File: config.mk
export PLATFORM = sky130hd
export DESIGN_NAME = zxbus_port_master
export DESIGN_NICKNAME = d
export VERILOG_FILES = /design/src/rtl/zxbus_port_master.sv
export SDC_FILE = /design/constraint.sdc
export NUM_CORES = 1
export LEC_CHECK = 0
export CORE_ASPECT_RATIO = 1.25
export CORE_MARGIN = 1
export CORE_UTILIZATION = 55
export DETAILED_ROUTE_END_ITERATION = 8
export DONT_BUFFER_PORTS = 1
export HOLD_SLACK_MARGIN = 0.12
export PLACE_DENSITY_LB_ADDON = 0.1
export REMOVE_ABC_BUFFERS = 1
export SLEW_MARGIN = 20
export SYNTH_ARGS = -nofsm -noshare
export SYNTH_HDL_FRONTEND = slang
export SYNTH_SLANG_ARGS = --single-unit
File: constraint.sdc
create_clock -name fclk -period 1.72 [get_ports fclk]
set_input_delay 0.344 -clock fclk [delete_from_list [all_inputs] [get_ports fclk]]
set_output_delay 0.344 -clock fclk [all_outputs]
set_load 0.01 [all_outputs]
File: src/rtl/zxbus_port_master.sv
// zxbus_port_master: decodes ZX bus I/O cycles to ports #81AB-#83AB and turns them into
// fclk-domain port-register write strobes and registered read data.
module zxbus_port_master #(
    parameter int STB_LEN = 2
) (
    input  logic        fclk,
    input  logic        rst_n,
    input  logic [15:0] zx_a,
    input  logic        zx_iorq_n,
    input  logic        zx_rd_n,
    input  logic        zx_wr_n,
    input  logic        zx_m1_n,
    input  logic [7:0]  zx_d_in,
    output logic [7:0]  zx_d_out,
    output logic        zx_d_oe,
    output logic        iorqge,
    output logic        wrstb_n,
    output logic        wrena,
    output logic [1:0]  addr,
    output logic [7:0]  wrdata,
    input  logic [7:0]  rddata
);
    typedef enum logic [2:0] {IDLE, WR_LOW, WR_RISE, RD_DRIVE, WAIT_END} state_t;
    state_t      state_q, state_d;
    logic [3:0]  sync1_q, sync1_d, sync2_q, sync2_d;
    logic [1:0]  vld_q, vld_d;
    logic [2:0]  cnt_q, cnt_d;
    logic [1:0]  addr_q, addr_d;
    logic [7:0]  wrdata_q, wrdata_d, zx_d_out_q, zx_d_out_d;
    logic        iorq_s, rd_s, wr_s, m1_s, hit;
    assign {iorq_s, rd_s, wr_s, m1_s} = sync2_q;
    assign hit = zx_a[7:0] == 8'hAB && zx_a[15:10] == 6'b100000 && zx_a[9:8] != 2'b00;
    assign iorqge = hit && zx_m1_n && !zx_iorq_n;
    // Strobe/enable decode straight from state so an async reset drops them at once.
    assign wrstb_n  = state_q != WR_LOW;
    assign wrena    = state_q == WR_LOW || state_q == WR_RISE;
    assign zx_d_oe  = state_q == RD_DRIVE;
    assign addr     = addr_q;
    assign wrdata   = wrdata_q;
    assign zx_d_out = zx_d_out_q;
    always_comb begin
        sync1_d    = {zx_iorq_n, zx_rd_n, zx_wr_n, zx_m1_n};
        sync2_d    = sync1_q;
        vld_d      = {vld_q[0], 1'b1};
        state_d    = state_q;
        cnt_d      = cnt_q;
        addr_d     = addr_q;
        wrdata_d   = wrdata_q;
        zx_d_out_d = zx_d_out_q;
        case (state_q)
            // vld_q tracks whether the synchronizers hold real bus samples since reset release
            IDLE: if (!vld_q[0]) state_d = WAIT_END;
                  else if (!iorq_s && m1_s && hit && (rd_s ^ wr_s)) begin
                      addr_d = zx_a[9:8];
                      if (!wr_s) begin
                          state_d  = WR_LOW;
                          wrdata_d = zx_d_in;
                          cnt_d    = 3'(STB_LEN - 1);
                      end else begin
                          state_d    = RD_DRIVE;
                          zx_d_out_d = rddata;
                      end
                  end
            WR_LOW: if (cnt_q == 3'd0) state_d = WR_RISE; else cnt_d = cnt_q - 3'd1;
            WR_RISE: state_d = WAIT_END;
            RD_DRIVE: begin
                zx_d_out_d = rddata;
                state_d    = (iorq_s || rd_s) ? IDLE : RD_DRIVE;
            end
            WAIT_END: state_d = (iorq_s && vld_q[1]) ? IDLE : WAIT_END;
            default: state_d = IDLE;
        endcase
    end
    always_ff @(posedge fclk or negedge rst_n) begin
        if (!rst_n) begin
            state_q    <= IDLE;
            sync1_q    <= 4'hF;
            sync2_q    <= 4'hF;
            vld_q      <= 2'b00;
            cnt_q      <= 3'd0;
            addr_q     <= 2'b00;
            wrdata_q   <= 8'h00;
            zx_d_out_q <= 8'h00;
        end else begin
            state_q    <= state_d;
            sync1_q    <= sync1_d;
            sync2_q    <= sync2_d;
            vld_q      <= vld_d;
            cnt_q      <= cnt_d;
            addr_q     <= addr_d;
            wrdata_q   <= wrdata_d;
            zx_d_out_q <= zx_d_out_d;
        end
    end
endmodule

==> impl_summary.log <==
[metrics] Post-DRT Antenna Nets: 0
[metrics] metal1 wirelength: 1010 um
[metrics] layout cells sized above 1: 47.2%
[metrics] antenna diode count: 0
[metrics] DRC viols: 0
[metrics] Tmin final: 1720 ps
[metrics] gpl congestion: 0.741
[metrics] maximum number of pins on one net before global-route repair: 35
[metrics] via count of the first global-routing pass: 899
[metrics] highest metal used: met4
[metrics] final wirelength: 2690 um
[metrics] share of the yosys chip area belonging to registers: 57.1%
[metrics] Critical Path Source Type: flop
[metrics] netlist area before placement: 1510 um^2
[metrics] Worst EP arrival: 1940 ps
[metrics] Root Buffer Master: clkbuf_4
[metrics] skew final: 8.80 ps
[metrics] maximum buffer depth of the clock tree: 2
[metrics] most common library cell in the layout ignoring fill and taps: dfrtp_1
[metrics] worst hold slack: 145 ps
[metrics] CTS Sinks: 34
[metrics] Worst-path clk slew: 100 ps
[metrics] clock buffers created by TritonCTS: 5
[metrics] result of the run: completed
[metrics] iteration count of the initial detailed-routing pass: 3
[metrics] yosys warns: 0
[metrics] routed length on met3: 213 um
[metrics] source-to-sink clock delay at the later pin of the worst-skew pair: 330 ps
[metrics] Layout Cells excl Fill: 156
[metrics] Finished Core Util: 71.4%
[metrics] drt initial violations: 8
[metrics] placeable core region: 2500 um^2
[metrics] Synth Instances: 103
[metrics] met2 layer wire length in the routed design: 1410 um
[metrics] number of core rows: 20
[metrics] number of buffers inserted by port buffering: 0
[metrics] total count of max-transition violations in the final report: 0
[metrics] total power per unit cell area: 832 nW/um^2
[metrics] RSZ-0062 raised after global routing: true
[metrics] number of storage elements in the synthesis netlist: 34
[metrics] data required time at the worst endpoint: 1940 ps
[metrics] TritonCTS clock tree: yes
[metrics] total track usage: 20.1%
[metrics] Post-DP HPWL: 1920 um
[metrics] die area: 2960 um^2
[metrics] initial core utilization: 60.2%
[metrics] hold violation total from the final report: 0
[metrics] total buffers and inverters traversed by the critical path: 1
[metrics] Tot Pwr: 1.49 mW
[metrics] static leakage: 0.828 nW
[metrics] post-DR vias/cell: 5.62
[metrics] number of placed instances with taps included: 140
[metrics] number of max-cap violations: 0
[metrics] fraction of post-synthesis cell area in the top cell type by area: 43.2%
[metrics] final worst path period share: 99.8%
[metrics] largest driver fanout on the critical path: 8
[metrics] Worst Hold Class: input pin to flop
[metrics] cell type contributing the most total cell area after synthesis: dfrtp_1
[metrics] top-level I/O count: 60
[metrics] via count of the routed design: 877
[metrics] Net count, final: 163
[metrics] Total Negative Setup Slacks: 0 ps
[metrics] maximum clock frequency: 582 MHz
[metrics] standard cell with the maximum stage delay on the critical path: dfrtp_1
[metrics] # setup viols final: 0
[metrics] Die Y-Extent: 60.5 um
[metrics] kind of critical path: flop to flop
[metrics] Peak supply drop: 0.710 mV
[metrics] H-tree level count: 2
[metrics] most used cells in the layout excluding fill and tap cells: 26 x dfrtp_1, 16 x mux2_4, 9 x buf_4, 8 x dfstp_2
[metrics] average detailed-routed wire length per instance: 17.2 um
[metrics] CP peak stage delay: 420 ps
[metrics] Mapped Avg Cell Area: 14.6 um^2
[metrics] ordered list of cells on the worst path: nor4b_4, nand2_1, nor2_2, a21o_1, buf_12, mux2_4
[metrics] antenna violations before repair: 0
[metrics] biggest area contributors in the synthesized netlist: dfrtp_1 43%, mux2_4 15%, dfstp_2 14%
[metrics] family with the most delay on the worst path: simple AND/OR/NAND/NOR gates
[metrics] synth-to-layout area growth: 18.4%
[metrics] number of distinct library cells after synthesis: 32
[metrics] nature of the critical path endpoint: flop
[metrics] global route overflow: 0
[metrics] global-route wire length before repair: 4160 um
[metrics] die outline width: 48.8 um
[final timing paths]
check	end	from	slack, ps	depth (start not counted)
max	zx_d_out[7]	state_q[1]	3	6
min	wrdata[3]	zx_d_in[3]	150	1
max reg2reg	zx_d_out[7]	state_q[1]	3	6
min reg2reg	sync2_q[1]	sync1_q[1]	360	0
max in group asynchronous	sync1_q[2]	rst_n	1030	2
min in group asynchronous	state_q[2]	rst_n	440	2
[synth_stat cells]
cell type	number
and4bb_2	2
nand3b_1	2
nand2_1	5
a21o_1	2
mux2_2	3
o211a_1	1
dfstp_2	8
nor4b_4	1
dfrtp_1	26
a221oi_1	2
nor3b_1	1
nor4_4	1
mux2_4	15
buf_6	3
nor3_1	2
clkbuf_2	1
nor2_1	7
ha_1	2
nor2b_1	2
nand3_1	2
a21oi_1	1
xor2_1	1
or3_1	2
o31ai_1	2
conb_1	1
nor3_2	1
nor4bb_1	1
o22a_2	1
inv_1	2
xnor2_1	1
and3b_2	1
nand3_2	1
[worst register-to-register path, cell delays in order (launching register included)]
cell     delay (ps)
dfrtp_1         420
nor4b_4         340
nand2_1         100
nor2_2          120
a21o_1          170
buf_12          140
mux2_4          300
[cell families (layout without fill, tap and decap cells)]
group	after synthesis	after routing	synth area share [%]
flops	34	34	57.1
mux	18	18	17.2
fa+ha+maj	2	2	1.66
xor+xnor	2	2	1.16
other cells	1	1	0.249
simple gates	31	31	14.8
buf+inv	6	26	3.07
compound gates	9	9	4.81
[where the power goes]
part,switching (mW),internal (mW),leakage [nW]
sequential,0.0102,0.821,0.429
combinational,0.0326,0.0343,0.354
clock,0.249,0.338,0.0443
total,0.292,1.19,0.828
[what timing repair did]
| action | CTS | global route |
|---|---|---|
| setup endpoints to repair | 13 | 17 |
| pin swaps | 0 | 1 |
| hold buffers | 6 | 0 |
| setup buffers | 0 | 3 |
| endpoints found under the hold margin | 38 | 0 |
| resized for setup | 3 | 5 |
[through the flow]
stage	instance area [um^2]	worst slack (ps)
after floorplan	1470	-264
after global placement	1580	10.8
after detailed placement	1580	-22.1
after CTS	1750	-20.5
after global routing	1790	-66.6
final	1790	3.09
[routing by layer]
metal	up-vias	GRT usage, %
met5	-	0
met4	0	10.1
met3	5	9.77
met2	34	33.7
met1	436	21.5
li1	402	-
[area by class of cell]
cell class / instances / area [um^2]
repair buffers: 17 / 169
fillers: 182 / 717
flip-flops and latches: 34 / 861
clock inverters: 1 / 30.0
multi-input cells: 63 / 626
clock buffers: 6 / 51.3
well taps: 33 / 41.3
inverters: 2 / 7.51
[flip-flops by register name, summed over array words and instances, names as in the netlist]
| register | cells |
|---|---|
| wrdata | 8 |
| zx_d_out | 8 |
| sync1_q | 4 |
| sync2_q | 4 |
| cnt_q | 3 |
| state_q | 3 |
| addr | 2 |
| vld_q | 2 |
No activity file was read; power rests on OpenSTA's default activity.
